**config.mk**
```make
export PLATFORM = sky130hd
export DESIGN_NAME = vector_reduce_sequencer_flat
export DESIGN_NICKNAME = d
export VERILOG_FILES = /design/src/rtl/vector_reduce_sequencer_if.sv /design/src/rtl/vector_reduce_sequencer.sv /design/src/flat_wrapper.sv
export SDC_FILE = /design/constraint.sdc
export NUM_CORES = 1
export LEC_CHECK = 0
export CAP_MARGIN = 20
export CORE_UTILIZATION = 45
export CTS_CLUSTER_SIZE = 40
export DETAILED_ROUTE_END_ITERATION = 6
export GPL_ROUTABILITY_DRIVEN = 0
export PLACE_DENSITY = 0.79
export SYNTH_ARGS = -nofsm -noshare
export SYNTH_HDL_FRONTEND = slang
export SYNTH_SLANG_ARGS = --single-unit
```
**constraint.sdc**
```tcl
create_clock -name clk -period 7.3 [get_ports clk]
set_clock_uncertainty 0.1 [all_clocks]
set_input_delay 1.46 -clock clk [delete_from_list [all_inputs] [get_ports clk]]
set_output_delay 1.46 -clock clk [all_outputs]
set_load 0.01 [all_outputs]
```
**src/rtl/vector_reduce_sequencer_if.sv**
```systemverilog
`default_nettype none
// ============================================================================
// Module      : vector_reduce_sequencer_if
// Description : Beat-input / frame-result handshake bundle for the vector
//               reduction sequencer.
// Revision    : 1.0 - initial release
// ============================================================================
interface vector_reduce_sequencer_if #(
    parameter int N          = 8,
    parameter int DATA_WIDTH = 32
);
    logic                             in_valid;
    logic                             in_ready;
    logic [N-1:0][DATA_WIDTH-1:0]     in_vector;
    logic                             out_valid;
    logic                             out_ready;
    logic [DATA_WIDTH-1:0]            out_sum;
    logic [7:0]                       out_frame_id;

    modport master (
        output in_valid, in_vector, out_ready,
        input  in_ready, out_valid, out_sum, out_frame_id
    );

    modport slave (
        input  in_valid, in_vector, out_ready,
        output in_ready, out_valid, out_sum, out_frame_id
    );
endinterface
`default_nettype wire

```
**src/rtl/vector_reduce_sequencer.sv**
```systemverilog
`default_nettype none
// ============================================================================
// Module      : vector_reduce_sequencer
// Description : Reduces multi-beat N-element vector frames to one scalar sum
//               through a shared adder tree. Define REDUCE_SEQ_TREE_PIPE_EN to
//               register the tree sum ahead of the accumulator.
// Revision    : 1.0 - initial release
// ============================================================================

module adderTree #(
    parameter int N          = 8,
    parameter int DATA_WIDTH = 32
) (
    input  logic [N-1:0][DATA_WIDTH-1:0] i_data,
    output logic [DATA_WIDTH-1:0]        o_sum
);
    always_comb begin
        o_sum = '0;
        for (int i = 0; i < N; i++) begin
            o_sum = o_sum + i_data[i];
        end
    end
endmodule

module vector_reduce_sequencer #(
    parameter int N          = 8,
    parameter int DATA_WIDTH = 32,
    parameter int MAX_BEATS  = 16,
    localparam int BW        = $clog2(MAX_BEATS + 1)
) (
    input  logic                     clk,
    input  logic                     reset,
    input  logic [BW-1:0]            cfg_beats,
    output logic                     busy,
    vector_reduce_sequencer_if.slave bus
);
    typedef enum logic [1:0] {
        S_IDLE  = 2'd0,
        S_ACC   = 2'd1,
        S_FLUSH = 2'd2,
        S_OUT   = 2'd3
    } state_t;

    localparam logic [BW-1:0] c_max_beats = BW'(MAX_BEATS);
    localparam logic [BW-1:0] c_one       = BW'(1);
`ifdef REDUCE_SEQ_TREE_PIPE_EN
    localparam state_t        c_done_state = S_FLUSH;
`else
    localparam state_t        c_done_state = S_OUT;
`endif

    state_t                r_state;
    state_t                w_state_next;
    logic                  w_in_ready;
    logic                  w_out_valid;
    logic                  w_accept;
    logic                  w_out_fire;
    logic [BW-1:0]         w_beats_new;
    logic [BW-1:0]         w_cnt_inc;
    logic [DATA_WIDTH-1:0] w_tree_sum;
    logic [DATA_WIDTH-1:0] r_acc;
    logic [BW-1:0]         r_cnt;
    logic [BW-1:0]         r_beats;
    logic [7:0]            r_frame_id;

    adderTree #(
        .N          (N),
        .DATA_WIDTH (DATA_WIDTH)
    ) u_tree (
        .i_data (bus.in_vector),
        .o_sum  (w_tree_sum)
    );

    // Zero means a single beat; oversize requests saturate at MAX_BEATS.
    assign w_beats_new = (cfg_beats == '0)         ? c_one :
                         (cfg_beats > c_max_beats) ? c_max_beats : cfg_beats;
    assign w_cnt_inc   = r_cnt + c_one;
    assign w_accept    = bus.in_valid & w_in_ready;
    assign w_out_fire  = w_out_valid & bus.out_ready;

    always_ff @(posedge clk) begin
        if (reset) begin
            r_state <= S_IDLE;
        end else begin
            r_state <= w_state_next;
        end
    end

    always_comb begin
        w_state_next = r_state;
        w_in_ready   = 1'b0;
        w_out_valid  = 1'b0;
        case (r_state)
            S_IDLE: begin
                w_in_ready = 1'b1;
                if (bus.in_valid) begin
                    w_state_next = (w_beats_new == c_one) ? c_done_state : S_ACC;
                end
            end
            S_ACC: begin
                w_in_ready = 1'b1;
                if (bus.in_valid && (w_cnt_inc == r_beats)) begin
                    w_state_next = c_done_state;
                end
            end
            S_FLUSH: begin
                w_state_next = S_OUT;
            end
            S_OUT: begin
                w_out_valid = 1'b1;
                if (bus.out_ready) begin
                    w_state_next = S_IDLE;
                end
            end
            default: begin
                w_state_next = S_IDLE;
            end
        endcase
    end

`ifdef REDUCE_SEQ_TREE_PIPE_EN
    logic [DATA_WIDTH-1:0] r_pipe_sum;
    logic                  r_pipe_vld;

    // The accumulator trails the accepted beat by one cycle; FLUSH drains the last one.
    always_ff @(posedge clk) begin
        if (reset) begin
            r_pipe_sum <= '0;
            r_pipe_vld <= 1'b0;
            r_acc      <= '0;
        end else begin
            r_pipe_vld <= w_accept;
            if (w_accept) begin
                r_pipe_sum <= w_tree_sum;
            end
            if (w_accept && (r_state == S_IDLE)) begin
                r_acc <= '0;
            end else if (r_pipe_vld) begin
                r_acc <= r_acc + r_pipe_sum;
            end
        end
    end
`else
    always_ff @(posedge clk) begin
        if (reset) begin
            r_acc <= '0;
        end else if (w_accept) begin
            r_acc <= (r_state == S_IDLE) ? w_tree_sum : (r_acc + w_tree_sum);
        end
    end
`endif

    always_ff @(posedge clk) begin
        if (reset) begin
            r_cnt      <= '0;
            r_beats    <= '0;
            r_frame_id <= '0;
        end else begin
            if (w_accept) begin
                if (r_state == S_IDLE) begin
                    r_beats <= w_beats_new;
                    r_cnt   <= c_one;
                end else begin
                    r_cnt   <= w_cnt_inc;
                end
            end
            if (w_out_fire) begin
                r_frame_id <= r_frame_id + 8'd1;
            end
        end
    end

    assign bus.in_ready     = w_in_ready;
    assign bus.out_valid    = w_out_valid;
    assign bus.out_sum      = r_acc;
    assign bus.out_frame_id = r_frame_id;
    assign busy             = (r_state != S_IDLE);
endmodule
`default_nettype wire

```
**src/flat_wrapper.sv**
```systemverilog
// flat-port wrapper written by rule: the top's interface ports become plain ports
module vector_reduce_sequencer_flat 
#(
    parameter int N          = 8,
    parameter int DATA_WIDTH = 32,
    parameter int MAX_BEATS  = 16,
    localparam int BW        = $clog2(MAX_BEATS + 1)
)
  (clk, reset, cfg_beats, busy, bus_in_valid, bus_in_vector, bus_out_ready, bus_in_ready, bus_out_valid, bus_out_sum, bus_out_frame_id);
  vector_reduce_sequencer_if #(.N(N), .DATA_WIDTH(DATA_WIDTH)) bus_i ();
  input  logic clk;
  input  logic reset;
  input  logic [BW-1:0] cfg_beats;
  output logic busy;
  input wire logic [$bits(bus_i.in_valid)-1:0] bus_in_valid;
  input wire logic [$bits(bus_i.in_vector)-1:0] bus_in_vector;
  input wire logic [$bits(bus_i.out_ready)-1:0] bus_out_ready;
  output wire logic [$bits(bus_i.in_ready)-1:0] bus_in_ready;
  output wire logic [$bits(bus_i.out_valid)-1:0] bus_out_valid;
  output wire logic [$bits(bus_i.out_sum)-1:0] bus_out_sum;
  output wire logic [$bits(bus_i.out_frame_id)-1:0] bus_out_frame_id;
  assign bus_i.in_valid = bus_in_valid;
  assign bus_i.in_vector = bus_in_vector;
  assign bus_i.out_ready = bus_out_ready;
  assign bus_in_ready = bus_i.in_ready;
  assign bus_out_valid = bus_i.out_valid;
  assign bus_out_sum = bus_i.out_sum;
  assign bus_out_frame_id = bus_i.out_frame_id;
  vector_reduce_sequencer #(.N(N), .DATA_WIDTH(DATA_WIDTH), .MAX_BEATS(MAX_BEATS)) u_core (.clk(clk), .reset(reset), .cfg_beats(cfg_beats), .busy(busy), .bus(bus_i));
endmodule
```
* Yosys cells after proc, flatten, opt, wreduce, memory -nomap -nowiden *
Cells that the tools add are included.

operators by class
  add/subtract/negate cells = 10
  order comparisons = 1
  equal/unequal tests = 8
  muxes and demuxes = 11
  bitwise operators = 2
  reductions and logical operators = 7

operator list
  kind                                                   number
  adder 32 bit                                           8
  two-way mux 32 bit                                     1
  two-way mux 5 bit                                      3
  adder 8 x 1 -> 8 bit, second input constant            1
  two-way mux 2 bit                                      4
  case mux 2 bit (4 select lines)                        1
  adder 5 x 1 -> 5 bit, second input constant            1
  equality test 5 x 1 -> 1 bit, second input constant    1
  equality test 5 bit                                    1
  greater-than comparator 5 bit, second input constant   1
  zero test 5 bit                                        1
  equality test 2 bit, second input constant             2
  inequality test 2 bit, second input constant           2
  AND reduction 3 bit                                    1
  bitwise AND 1 bit                                      2
  equality test 2 x 1 -> 1 bit, second input constant    1
  zero test 2 bit                                        1
  two-way mux 1 bit                                      2
  inequality test 2 x 1 -> 1 bit, second input constant  1
  AND reduction 2 bit                                    1
  nonzero test 2 bit                                     1
  OR reduction 2 bit                                     1
  logical AND 1 bit                                      1

storage, ports and cells
  register bits after elaboration = 52
  word-level logic and storage cells = 44

* Logic depth before layout (Yosys ltp) *
  depth after elaboration = 9
  gate-level depth with buffers = 30
  gate-level depth less buffers = 29

* By module *
Synthesis repeated with hierarchy kept, for this count alone.

second synthesis, totals
  cell total of the unflattened synthesis = 1378
  area, all modules = 11189.5 um^2

modules (own cells, without submodules)
  module                   instances  cells an instance  area each (um^2)  sequential area each (um^2)
  adderTree                1          807                6804.0            0.0
  vector_reduce_sequencer  1          571                4385.5            1041.0

* Worst setup path after synthesis *
No wires, ideal clock.

  path kind = input port to flip-flop
  start point = in bus_in_vector[98]
  end point = reg u_core.r_acc[24], in the netlist u_core.bus.out_sum[24]
  arrival = 7.326 ns
  slack = -0.241 ns
  cell stages on the path = 29
  buffers on the path = 1
  path through = inv_1 fa_1 inv_1 fa_1 fa_1 inv_1 fa_1 inv_1 ha_1 inv_1 fa_1 nor2b_1 o31a_1 o21a_1 or2_1 a21o_1 a21oi_1 xnor2_1 ha_1 clkbuf_1 nand2_1 nor3_1 a21oi_1 o31ai_2 a211oi_1 nor2_1 or3_1 xnor2_1 a2111oi_0

on the way
  cells in the longest elaborated chain, start to end = 7

RTL lines
  item                           RTL line                        text
  from (decl)                    flat_wrapper.sv:16              input wire logic [$bits(bus_i.in_vector)-1:0] bus_in_vector;
  adder 32 bit (*) (5 in a row)  vector_reduce_sequencer.sv:20   o_sum = o_sum + i_data[i];
  adder 32 bit                   vector_reduce_sequencer.sv:148  r_acc <= (r_state == S_IDLE) ? w_tree_sum : (r_acc + w_tree_sum);
  two-way mux 32 bit (*)         vector_reduce_sequencer.sv:148
  to (signal assigned)           vector_reduce_sequencer.sv:148
  to (decl)                      vector_reduce_sequencer.sv:61   logic [DATA_WIDTH-1:0] r_acc;

Every way passes the cells marked *; elsewhere a longest branch is shown, timed or not.
A chain may end at the register's enable or synchronous reset.

* Worst setup path in the final report *
  start point = in bus_in_vector[163]
  end point = reg u_core.r_acc[31], in the netlist u_core.bus.out_sum[31]

on the way
  cells in the longest elaborated chain, start to end = 5

RTL lines
  item                           RTL line
  adder 32 bit (*) (3 in a row)  vector_reduce_sequencer.sv:20
  adder 32 bit                   vector_reduce_sequencer.sv:148
  two-way mux 32 bit (*)         vector_reduce_sequencer.sv:148

Marks and branches as above.

==> impl_metrics.yaml <==
outcome:
  status: "finished, violations left"
  violations: "negative setup slack"
critical_path:
  crit_path_frequent_cell: "fa_1"
  cp-end-kind: "register"
  critPathArrivalTime_ns: 7.54
  worstPathMaxFanout: 4
  critPathLaunchType: "input pin"
  max_stage_delay_ns: 0.54
  crit_family: "adder cells"
  worst_ep_required_time_ns: 7.43
  path_buf_inv: 6
  crit_type: "input pin to register"
  slowest_stage: "fa_1"
synth:
  syn_avg_cell_area_sq_um: 8.37
  yosys_warnings: 0
  netlist_instances: 1266
  synth_top_area_share_pct: 34.8
  ys_seq_area_share_pct: 9.82
  syn_nets: 1789
  synth_seq_cells: 52
  synth_flop_cell: "dfxtp_1"
  async_flop_share_pct: 0
  synth.distinct_cells: 60
  netlist_area_sq_um: 10600
  synth_edf_count: 0
  netlist.top_cell.by_area: "fa_1"
  synthTopCellsByArea: "fa_1, inv_1, dfxtp_1"
grt:
  grt_pass1_vias: 10700
  grt_antenna_before_repair: 0
  groute.usage.overall_pct: 24.2
  grt_max_degree: 54
  grt_overflow: 0
  grt_pass1_wl_um: 47500
sta:
  fin_crit_ns: 7.40
  fmax_ghz: 0.135
  postLayoutSetupSlackWorst_ns: -0.103
  hold_violations: 0
  drv_slew: 0
  rsz0062_at_grt: "yes"
  period_share_pct: 101
  max_slew_margin_pct: 26.3
  worst_slew_pin_slew_ns: 1.11
  setup_violations: 3
floorplanning:
  rows: 55
  core_area_sq_um: 22800
  ios: 308
  dieArea_sq_um: 24200
  die_width_um: 155
  initial_core_util_pct: 46.4
  die_h_um: 155
layout:
  fin_nets: 2264
  num-fill-cells: 1639
  multi_input_area_sq_um: 9130
  final_cells: 2055
  drive_above_1_share_pct: 25.3
  antenna_cells: 0
  area.sequential_sq_um: 1040
  syn2layout_area_growth_pct: 55.3
clocking:
  clk_path_buf_depth: 2
  clock_latency_ns: 0.30
  postCtsHoldBufs: 0
  clock-root-buffer: "clkbuf_16"
  cts_num_sinks: 52
  cts_max_level: 2
  cts_made_buffers: 5
  cts_tree: "built"
  clk_pin_slew_ns: 0.08
place:
  place_inst: 2009
  port_buffers: 307
  place_ws_ns: -0.966
  dpl.hpwl_um: 24100
detailed_routing:
  wl_per_cell_um: 14.9
  wl_um: 30600
  via_per_inst: 5.05
  firstDrtPassIters: 5
  drt_iter0_drc: 553
  drc_errors: 0
  ant_nets: 0
  dr_total_vias: 10400
min_path:
  hold_path.class: "register to register"
job:
  maxCapViolCount: 0
-- layout make-up --
cell class | instances | share of cell area [%]
tap | 313 | 2.38
clock buffer | 5 | 0.760
clock inverter | 3 | 0.129
timing repair buffer | 495 | 26.9
sequential | 52 | 6.32
multi-input combinational | 835 | 55.5
inverter | 352 | 8.04
-- worst reg2reg max path, stage by stage, from the launching register on --
cell and delay (ns):
dfxtp_1 0.36, inv_1 0.10, ha_1 0.15, buf_4 0.34, nor2_1 0.15, inv_1 0.14, nand2_1 0.40, nor2_1 0.78
buf_4 0.29, nand2_1 0.08, or3_1 0.32, nand3_1 0.07, mux2i_1 0.07
-- flip-flops by register name, indices dropped and copies added, names as in the netlist --
| register | flops |
|---|---|
| u_core.bus.out_frame_id | 8 |
| u_core.bus.out_sum | 32 |
| u_core.r_beats | 5 |
| u_core.r_cnt | 5 |
| u_core.r_state | 2 |
-- cells by family (layout without fill, tap and decap cells) --
group | Yosys count | after routing | synth area share, %
AOI/OAI and AO/OA | 253 | 253 | 15.8
xor gates and xnor gates | 69 | 69 | 5.70
adders and majority gates | 258 | 258 | 43.5
buffers and inverters | 379 | 855 | 13.4
DFF | 52 | 52 | 9.82
muxes | 8 | 8 | 0.756
and+or+nand+nor | 247 | 247 | 11.0
-- per-stage QoR --
stage               hold WS [ns]  util [%]  TNS (ns)  area (sq um)
floorplan                  0.349         -         0         10700
global placement           0.355      66.2    -10.25         15100
detailed placement         0.363      66.2    -12.40         15100
CTS                        0.374      68.8    -0.301         15700
global route               0.402      72.0     -1.94         16500
finish                     0.378      72.0    -0.291         16500
-- synthesized netlist by cell type (19+ instances only) --
cell / instances
a211oi_1: 19
a21o_1: 23
a21oi_1: 68
clkbuf_1: 24
dfxtp_1: 52
fa_1: 184
ha_1: 74
inv_1: 352
nand2_1: 48
nand3_1: 20
nor2_1: 97
o21ai_0: 34
o21ai_1: 20
xnor2_1: 43
xor2_1: 26
-- layer usage --
layer / vias to the layer above / track usage (%) / wire length, um / share of wire, %
met4: 0 / 7.28 / 632 / 2.1
met1: 5031 / 26.8 / 11300 / 37
met3: 48 / 3.20 / 1800 / 5.9
li1: 4935 / - / - / -
met2: 371 / 47.6 / 16800 / 55
met5: - / 0 / 0 / 0
-- final timing paths --
kind | startpoint | to | slack (ns) | depth (start not counted)
max | bus_in_vector[163] | u_core.bus.out_sum[31] | -0.10 | 27
min | u_core.bus.out_sum[2] | u_core.bus.out_sum[2] | 0.38 | 2
max reg2reg | u_core.r_state[0] | u_core.bus.out_sum[31] | 3.84 | 12
min reg2reg | u_core.bus.out_sum[2] | u_core.bus.out_sum[2] | 0.38 | 2
-- layout by cell type (no fill, tap or decap), types with 23 or more instances in the layout --
master             n
inv_1            274
clkdlybuf4s50_1  232
buf_4            180
fa_1             173
nor2_1            90
inv_2             77
dfxtp_1           52
ha_1              48
nand2_1           43
a21oi_1           43
dlygate4sd2_1     36
xnor2_1           34
ha_4              25
o21ai_0           24
a21o_1            23
xor2_1            23
-- timing repair --
| item | in CTS | in global routing |
|---|---|---|
| pin swaps | 126 | 133 |
| gates resized for setup | 224 | 150 |
| setup buffers | 23 | 18 |
| setup endpoints to repair | 18 | 17 |
| hold endpoints to repair | 0 | 0 |
Power is not shown: default switching activity piles up to over one toggle a cycle in this logic, so the estimate is an artifact.
